[src/rtl/booth_seq_mul4.sv]
// -----------------------------------------------------------------------------
// booth_seq_mul4
//
// Sequential radix-2 Booth multiplier for 4-bit two's-complement operands that
// produces an exact 8-bit signed product. It takes one operand pair per
// valid/ready handshake and performs one Booth step per clock, four steps in
// all. It then holds the result in DONE until the consumer takes it.
//
// Ports:
//   clk        in   1   rising-edge clock
//   rst_n      in   1   asynchronous active-low reset
//   in_valid   in   1   operand pair valid
//   in_ready   out  1   block can accept operands (IDLE only)
//   md         in   4   signed multiplicand
//   mr         in   4   signed multiplier
//   out_valid  out  1   product valid (DONE)
//   out_ready  in   1   consumer accepts product
//   product    out  8   signed product md*mr, held until the next load
//   busy       out  1   high in RUN or DONE
//
// Optional feature (macro BOOTH_SEQ_EARLY_TERM_EN):
//   When the macro is defined and either operand is zero at accept, RUN is
//   skipped. The block goes straight to DONE with product = 0, so the latency
//   is 1 cycle.
// -----------------------------------------------------------------------------
module booth_seq_mul4 (
  input  logic       clk,
  input  logic       rst_n,
  input  logic       in_valid,
  output logic       in_ready,
  input  logic [3:0] md,
  input  logic [3:0] mr,
  output logic       out_valid,
  input  logic       out_ready,
  output logic [7:0] product,
  output logic       busy
);

  typedef enum logic [1:0] {
    S_IDLE = 2'd0,
    S_RUN  = 2'd1,
    S_DONE = 2'd2
  } state_t;

  state_t     state_q,   state_d;
  logic [4:0] a_q,       a_d;       // accumulator, one extra bit so -M fits for md=-8
  logic [3:0] q_q,       q_d;       // multiplier, shifted right each step
  logic       qm1_q,     qm1_d;     // previous multiplier LSB
  logic [4:0] m_q,       m_d;       // sign-extended multiplicand
  logic [1:0] cnt_q,     cnt_d;     // step counter
  logic [7:0] product_q, product_d;

  // Accumulator after the add/subtract of this step and before the shift.
  logic [4:0] a_sum;

  always_comb begin
    a_sum = a_q;
    case ({q_q[0], qm1_q})
      2'b01:   a_sum = a_q + m_q;
      2'b10:   a_sum = a_q - m_q;
      default: a_sum = a_q;
    endcase
  end

  always_comb begin
    state_d   = state_q;
    a_d       = a_q;
    q_d       = q_q;
    qm1_d     = qm1_q;
    m_d       = m_q;
    cnt_d     = cnt_q;
    product_d = product_q;

    case (state_q)
      S_IDLE: begin
        if (in_valid) begin
          a_d     = 5'd0;
          q_d     = mr;
          qm1_d   = 1'b0;
          m_d     = {md[3], md};
          cnt_d   = 2'd0;
          state_d = S_RUN;
`ifdef BOOTH_SEQ_EARLY_TERM_EN
          // A zero operand always gives a zero product, so skip the steps.
          if ((md == 4'd0) || (mr == 4'd0)) begin
            product_d = 8'h00;
            state_d   = S_DONE;
          end
`endif
        end
      end

      S_RUN: begin
        // Arithmetic shift right of {A,Q,q_m1}. A[4] is replicated into the
        // top bit, and A's LSB moves into the top of Q.
        a_d   = {a_sum[4], a_sum[4:1]};
        q_d   = {a_sum[0], q_q[3:1]};
        qm1_d = q_q[0];
        cnt_d = cnt_q + 2'd1;
        if (cnt_q == 2'd3) begin
          // The result range -56..64 fits in 8 bits, so A[4] is only a sign
          // copy and is dropped.
          product_d = {a_d[3:0], q_d};
          state_d   = S_DONE;
        end
      end

      S_DONE: begin
        if (out_ready) begin
          state_d = S_IDLE;
        end
      end

      default: state_d = S_IDLE;
    endcase
  end

  always_ff @(posedge clk or negedge rst_n) begin
    if (!rst_n) begin
      state_q   <= S_IDLE;
      a_q       <= 5'd0;
      q_q       <= 4'd0;
      qm1_q     <= 1'b0;
      m_q       <= 5'd0;
      cnt_q     <= 2'd0;
      product_q <= 8'h00;
    end else begin
      state_q   <= state_d;
      a_q       <= a_d;
      q_q       <= q_d;
      qm1_q     <= qm1_d;
      m_q       <= m_d;
      cnt_q     <= cnt_d;
      product_q <= product_d;
    end
  end

  assign in_ready  = (state_q == S_IDLE);
  assign out_valid = (state_q == S_DONE);
  assign busy      = (state_q != S_IDLE);
  assign product   = product_q;

endmodule

[config.mk]
export PLATFORM = sky130hd
export DESIGN_NAME = booth_seq_mul4
export DESIGN_NICKNAME = d
export VERILOG_FILES = /design/src/rtl/booth_seq_mul4.sv
export SDC_FILE = /design/constraint.sdc
export NUM_CORES = 1
export LEC_CHECK = 0
export ABC_CLOCK_PERIOD_IN_PS = 2500
export BUFFER_PORTS_ARGS = -buffer_cell sky130_fd_sc_hd__buf_2
export CAP_MARGIN = 20
export CELL_PAD_IN_SITES_DETAIL_PLACEMENT = 1
export CELL_PAD_IN_SITES_GLOBAL_PLACEMENT = 2
export CORE_MARGIN = 1
export CORE_UTILIZATION = 36
export CTS_BUF_LIST = sky130_fd_sc_hd__clkbuf_2 sky130_fd_sc_hd__clkbuf_4 sky130_fd_sc_hd__clkbuf_8
export DETAILED_ROUTE_END_ITERATION = 7
export GPL_ROUTABILITY_DRIVEN = 0
export PLACE_DENSITY = 0.8
export SYNTH_ARGS = -nofsm -noshare
export SYNTH_HDL_FRONTEND = slang
export SYNTH_SLANG_ARGS = --single-unit
[constraint.sdc]
create_clock -name clk -period 2.5 [get_ports clk]
set_input_delay 0.125 -clock clk [delete_from_list [all_inputs] [get_ports clk]]
set_output_delay 0.125 -clock clk [all_outputs]
set_load 0.005 [all_outputs]
# Yosys cells after proc, flatten, opt, wreduce, memory -nomap -nowiden
# Index checks and enable logic that the tools add are counted.
# totals
regBits	26
inputBits	12
out_inout_bits	11
elab_cells	38
# op_classes
add_sub_neg	3
eq_ne	8
mux	13
n_reduce_logical	7
# op_table
cell	n
case mux 5 bit (2 select lines)	2
two-way mux 2 bit	4
case mux 4 bit (2 select lines)	1
== test 2 bit (second input constant)	3
case mux 2 bit (3 select lines)	1
AND reduction 2 bit	3
adder 5 bit	1
two-way mux 5 bit	1
subtractor 5 bit	1
== test 2 x 1 -> 1 bit (second input constant)	2
two-way mux 4 bit	1
!= test 2 bit (second input constant)	2
case mux 2 bit (2 select lines)	1
nonzero test 2 bit	2
AND reduction 3 bit	1
adder 2 x 1 -> 2 bit (second input constant)	1
logical NOT 2 bit	1
!= test 2 x 1 -> 1 bit (second input constant)	1
case mux 1 bit (2 select lines)	1
two-way mux 1 bit	1

# Depth between registers and ports, before layout
# depth
depth_word	3
mapped_depth	10
mapped_depth_nobuf	10

# Worst setup path after synthesis
# Ideal clock, no wire load.
# synth_timing
path_type	reg-to-reg
from	register qm1_q
to	register product_q[7] (netlist: product[7])
setup_time_ns	0.124
arrival_time_ns	2.193
t_required_ns	2.376
path_slack_ns	0.183
stages_incl_launch_ff	10
path_buffers	0
period_less_slack_ns	2.317
cell_sequence	dfrtp_1 > inv_1 > ha_1 > mux2_2 > fa_1 > nand2b_1 > a21oi_2 > xnor2_1 > a21boi_0 > o31a_1
# synth_via
elab_chain_cells	2
word_cells_on_any_way	3
cone_classes	2 x eq/ne; 1 x mux
# synth_rtl
element	line	rtl
from (decl)	48	logic qm1_q, qm1_d;
from (signal assigned)	131	qm1_q <= qm1_d;
== test 2 bit or == test 2 x 1 -> 1 bit (tied branches)	58	case ({q_q[0], qm1_q})
case mux 5 bit (2 select lines) (*)	58	
to (signal assigned)	134	product_q <= product_d;
to (decl)	51	logic [7:0] product_q, product_d;
# Mark *: on every way between the ends. The rest lies on a longest branch, timed or not.
# A chain may end at the register's enable or synchronous reset.

# Final worst setup path
# layout_timing
from	register m_q[0]
to	register a_q[3]
# layout_via
elab_chain_cells	3
word_cells_on_any_way	4
cone_classes	2 x add/sub; 2 x mux
# layout_rtl
element	line	rtl
from (decl)	49	logic [4:0] m_q, m_d;
from (signal assigned)	132	m_q <= m_d;
subtractor 5 bit or adder 5 bit (tied branches)	60, 59	
case mux 5 bit (2 select lines) (*)	58	
case mux 5 bit (2 select lines) (*)	74	case (state_q)
to (signal assigned)	121	a_q <= 5'd0;
to (signal assigned)	129	a_q <= a_d;
to (decl)	46	logic [4:0] a_q, a_d;
# Marked as above.

==> metrics.md <==
| Metric | Value |
|---|---|
| Compound-Gate Fraction of Synth Area | `14.59%` |
| Clk_lat worst skew | `270 ps` |
| Slowest-stage cell, CP | `dfrtp_1` |
| Layout area overhead | `18.80%` |
| Starting Density | `38.86%` |
| CTS HTree Levels | `1` |
| Largest delay share family, worst path | `adder cells` |
| Mux cell area share after synthesis | `7.297%` |
| CTS tree | `done` |
| Clk slew on worst S/H paths | `90 ps` |
| Simple-gate area share of the yosys netlist | `15.43%` |
| Post-Syn Area | `0.001338 sq mm` |
| Final period util | `96.75%` |
| Largest net degree at the start of global routing | `26` |
| Hold Violations, Final | `0` |
| Post-Synth Adder-Cell Area | `8.045%` |
| Final Util | `46.17%` |
| Avg Cell Area, Syn | `9.763 sq um` |
| Routed Antenna Nets | `0` |
| Skew final | `1.375 ps` |
| Avg Vias per Cell | `4.928` |
| Post-synthesis sequential area ratio | `46.77%` |
| Rows | `21` |
| Number of global-route vias before repair | `1146` |
| Nets | `183` |
| DRC | `0` |
| CP Launch Point | `m_q[0]` |
| Leak Pwr | `0.7593 nW` |
| Max cap viols | `0` |
| Setup Viol. Count Final | `0` |
| Iter 0 DRT Violations | `24` |
| Clock Tree Buf Depth | `2` |
| CTS buffer count | `3` |
| WL/cell | `14.53 microns` |
| Vias post-DR | `1025` |
| HPWL Detailed | `2.209 mm` |
| Worst Path Max Fanout | `4` |
| PD cells | `1627 mW/mm^2` |
| CP endpoint kind | `register` |
| Fmax | `0.4134 GHz` |
| Cell variety after synth | `37` |
| # IOs | `23` |
| Post-Syn Instances | `137` |
| Initial antenna violation count | `0` |
| Rel. slew slack | `60.89%` |
| Yosys reg bits | `25` |
| Gr ovfl total | `0` |
| Die area | `0.003963 sq mm` |
| Number of diodes | `0` |
| Worst R2R Start | `m_q[0]` |
| Worst endpoint data arrival time | `2630 ps` |
| Fin Hold WS | `41.70 ps` |
| Port bufs | `22` |
| Worst hold path type | `input port to register` |
| Largest family of logic cells by synthesized area | `simple AND/OR/NAND/NOR gates` |
| Fin crit period | `2419 ps` |
| First-pass GRT wire length | `5.444 mm` |
| Die W | `62.96 microns` |
| Maximum vdd drop | `0.0006198 V` |
| Slew of the pin with the lowest slew margin | `586.7 ps` |
| Slew Viols, Final | `0` |
| Worst hold start | `out_ready` |
| Type of origin of the critical path | `register` |
| Drt first pass iters | `4` |
| Yosys warning count | `0` |
| CP max stage delay | `360 ps` |
| Synth Area in XOR/XNOR | `2.619%` |
| CP required | `2710 ps` |
| Die height | `62.96 microns` |
| Share of cells above drive strength 1 | `27.78%` |
| Root Buffer | `clkbuf_8` |
| Dpl ws | `-4.214 ps` |
| CP cell instances | `inv_1, ha_1, mux2_2, fa_2, nand2b_4, a21oi_2, xnor2_2, nor4b_1, a211o_1` |
| Outcome | `completed` |
| Post-route setup slack | `81.28 ps` |
| Core region area | `0.003442 sq mm` |
| Syn_nets | `157` |
| GRT Util Overall | `17.60%` |
| CP bufs+invs | `1` |
| # clock sinks | `25` |
| Finished Layout Cells | `208` |
| Critical path type | `register to register` |
| Placed Cells | `200` |
| Post-Route WL | `3.023 mm` |
-- cell families after synthesis --
| group | count (synthesis) |
|---|---|
| AND/OR/NAND/NOR | 44 |
| AO/OA/AOI/OAI | 32 |
| flip-flops | 25 |
| buffers and inverters | 15 |
| multiplexers | 9 |
| adder cells (fa/ha/maj) | 8 |
| XOR/XNOR | 4 |
-- registers in the layout, summed over array words and instances (netlist names) --
register and cells:
product 8, a_q 4, m_q 4, q_q 4
cnt_q 2, state_q 2, qm1_q 1
-- synth_stat cells --
cell type,instances,share of area [%]
a21oi_2,1,0.65
o31a_1,1,0.65
inv_1,10,2.8
or2_1,1,0.47
o22ai_1,2,0.94
and2_1,2,0.94
nor4b_1,1,0.65
nor3b_1,1,0.56
xor2_1,1,0.65
and2b_2,1,0.65
a221oi_1,1,0.65
a31oi_1,1,0.47
nor3_1,1,0.37
mux2i_1,3,2.2
dfrtp_1,25,47
a211o_1,1,0.65
xnor2_1,3,2.0
o21ai_2,1,0.65
o21a_1,1,0.56
o21bai_1,2,1.1
nand2b_1,3,1.4
a21boi_0,1,0.56
or3_1,1,0.47
fa_1,1,1.5
buf_2,2,0.75
nor2_1,9,2.5
buf_6,1,0.84
buf_4,1,0.56
ha_1,7,6.5
nor2b_1,2,0.94
clkbuf_1,1,0.28
a21oi_1,3,1.1
mux2_2,6,5.1
or2b_1,1,0.56
o31ai_1,1,0.56
nand2_1,21,5.9
o21ai_0,16,6.0
-- final timing paths --
path / to / slack [ps] / depth (start not counted)
max in group asynchronous: q_q[0] / 1730 / 2
worst max register to register: a_q[3] / 80 / 9
min in group asynchronous: product[2] / 370 / 2
worst min register to register: product[6] / 480 / 2
worst min-delay path: state_q[1] / 40 / 2
worst max-delay path: a_q[3] / 80 / 9
-- report_power, final --
part           internal [W]  total (W)  switching, W  leakage (nW)
Sequential         0.000600   0.000755      0.000155         0.309
Combinational      0.000758    0.00159      0.000831         0.424
Clock              0.000112   0.000242      0.000131        0.0255
Total               0.00147    0.00259       0.00112         0.759
-- cell type report --
type                    instances  area, sq um
fillers                       417         1853
multi-input cells              97        678.2
clock inverters                 1        5.005
inverters                      10        37.54
flip-flops and latches         25        626.9
well taps                      46        57.56
repair buffers                 26        142.6
clock buffers                   3        41.29
-- routing by layer --
metal | wire length [microns] | track usage, % | share of wire, %
met1 | 1403 | 22.39 | 46
met2 | 1511 | 30.78 | 50
met3 | 86 | 2.737 | 2.8
met4 | 21 | 4.360 | 0.69
met5 | 0 | 0 | 0
-- worst reg2reg max path: stages, from the launching register on --
cell	delay, ps
dfrtp_1	360
inv_1	60
ha_1	300
mux2_2	300
fa_2	360
nand2b_4	160
a21oi_2	200
xnor2_2	160
nor4b_1	320
a211o_1	150
-- metrics by stage --
| step | power, W | area [sq um] | TNS [ps] |
|---|---|---|---|
| finish | 0.002586 | 1589 | 0 |
| global route | 0.002847 | 1589 | -50.78 |
| CTS | 0.002430 | 1539 | 0 |
| detailed placement | 0.002155 | 1473 | -4.214 |
| global placement | 0.002098 | 1473 | 0 |
| floorplan | 0.001793 | 1338 | 0 |
-- repair_timing --
| action | CTS | global route |
|---|---|---|
| pin swaps | 0 | 3 |
| setup endpoints to repair | 2 | 4 |
| hold buffers | 1 | 0 |
| hold endpoints to repair | 25 | 0 |
| gates cloned | 0 | 0 |
| buffers inserted | 1 | 2 |
| gates resized for setup | 1 | 8 |
-- cell usage in the layout, fill, tap and decap left out, types with 2 or more instances in the layout --
| cell | n |
|---|---|
| nor2_1 | 9 |
| and2_1 | 2 |
| o21bai_1 | 2 |
| dfrtp_1 | 24 |
| nand2_1 | 21 |
| xnor2_1 | 2 |
| mux2_2 | 6 |
| ha_1 | 6 |
| buf_4 | 3 |
| clkbuf_8 | 3 |
| o22ai_1 | 2 |
| a21oi_1 | 3 |
| buf_2 | 22 |
| nor2b_1 | 2 |
| inv_1 | 9 |
| o21ai_0 | 15 |
| mux2i_1 | 3 |
| nand2b_1 | 2 |
(Power assumes the default switching activity.)
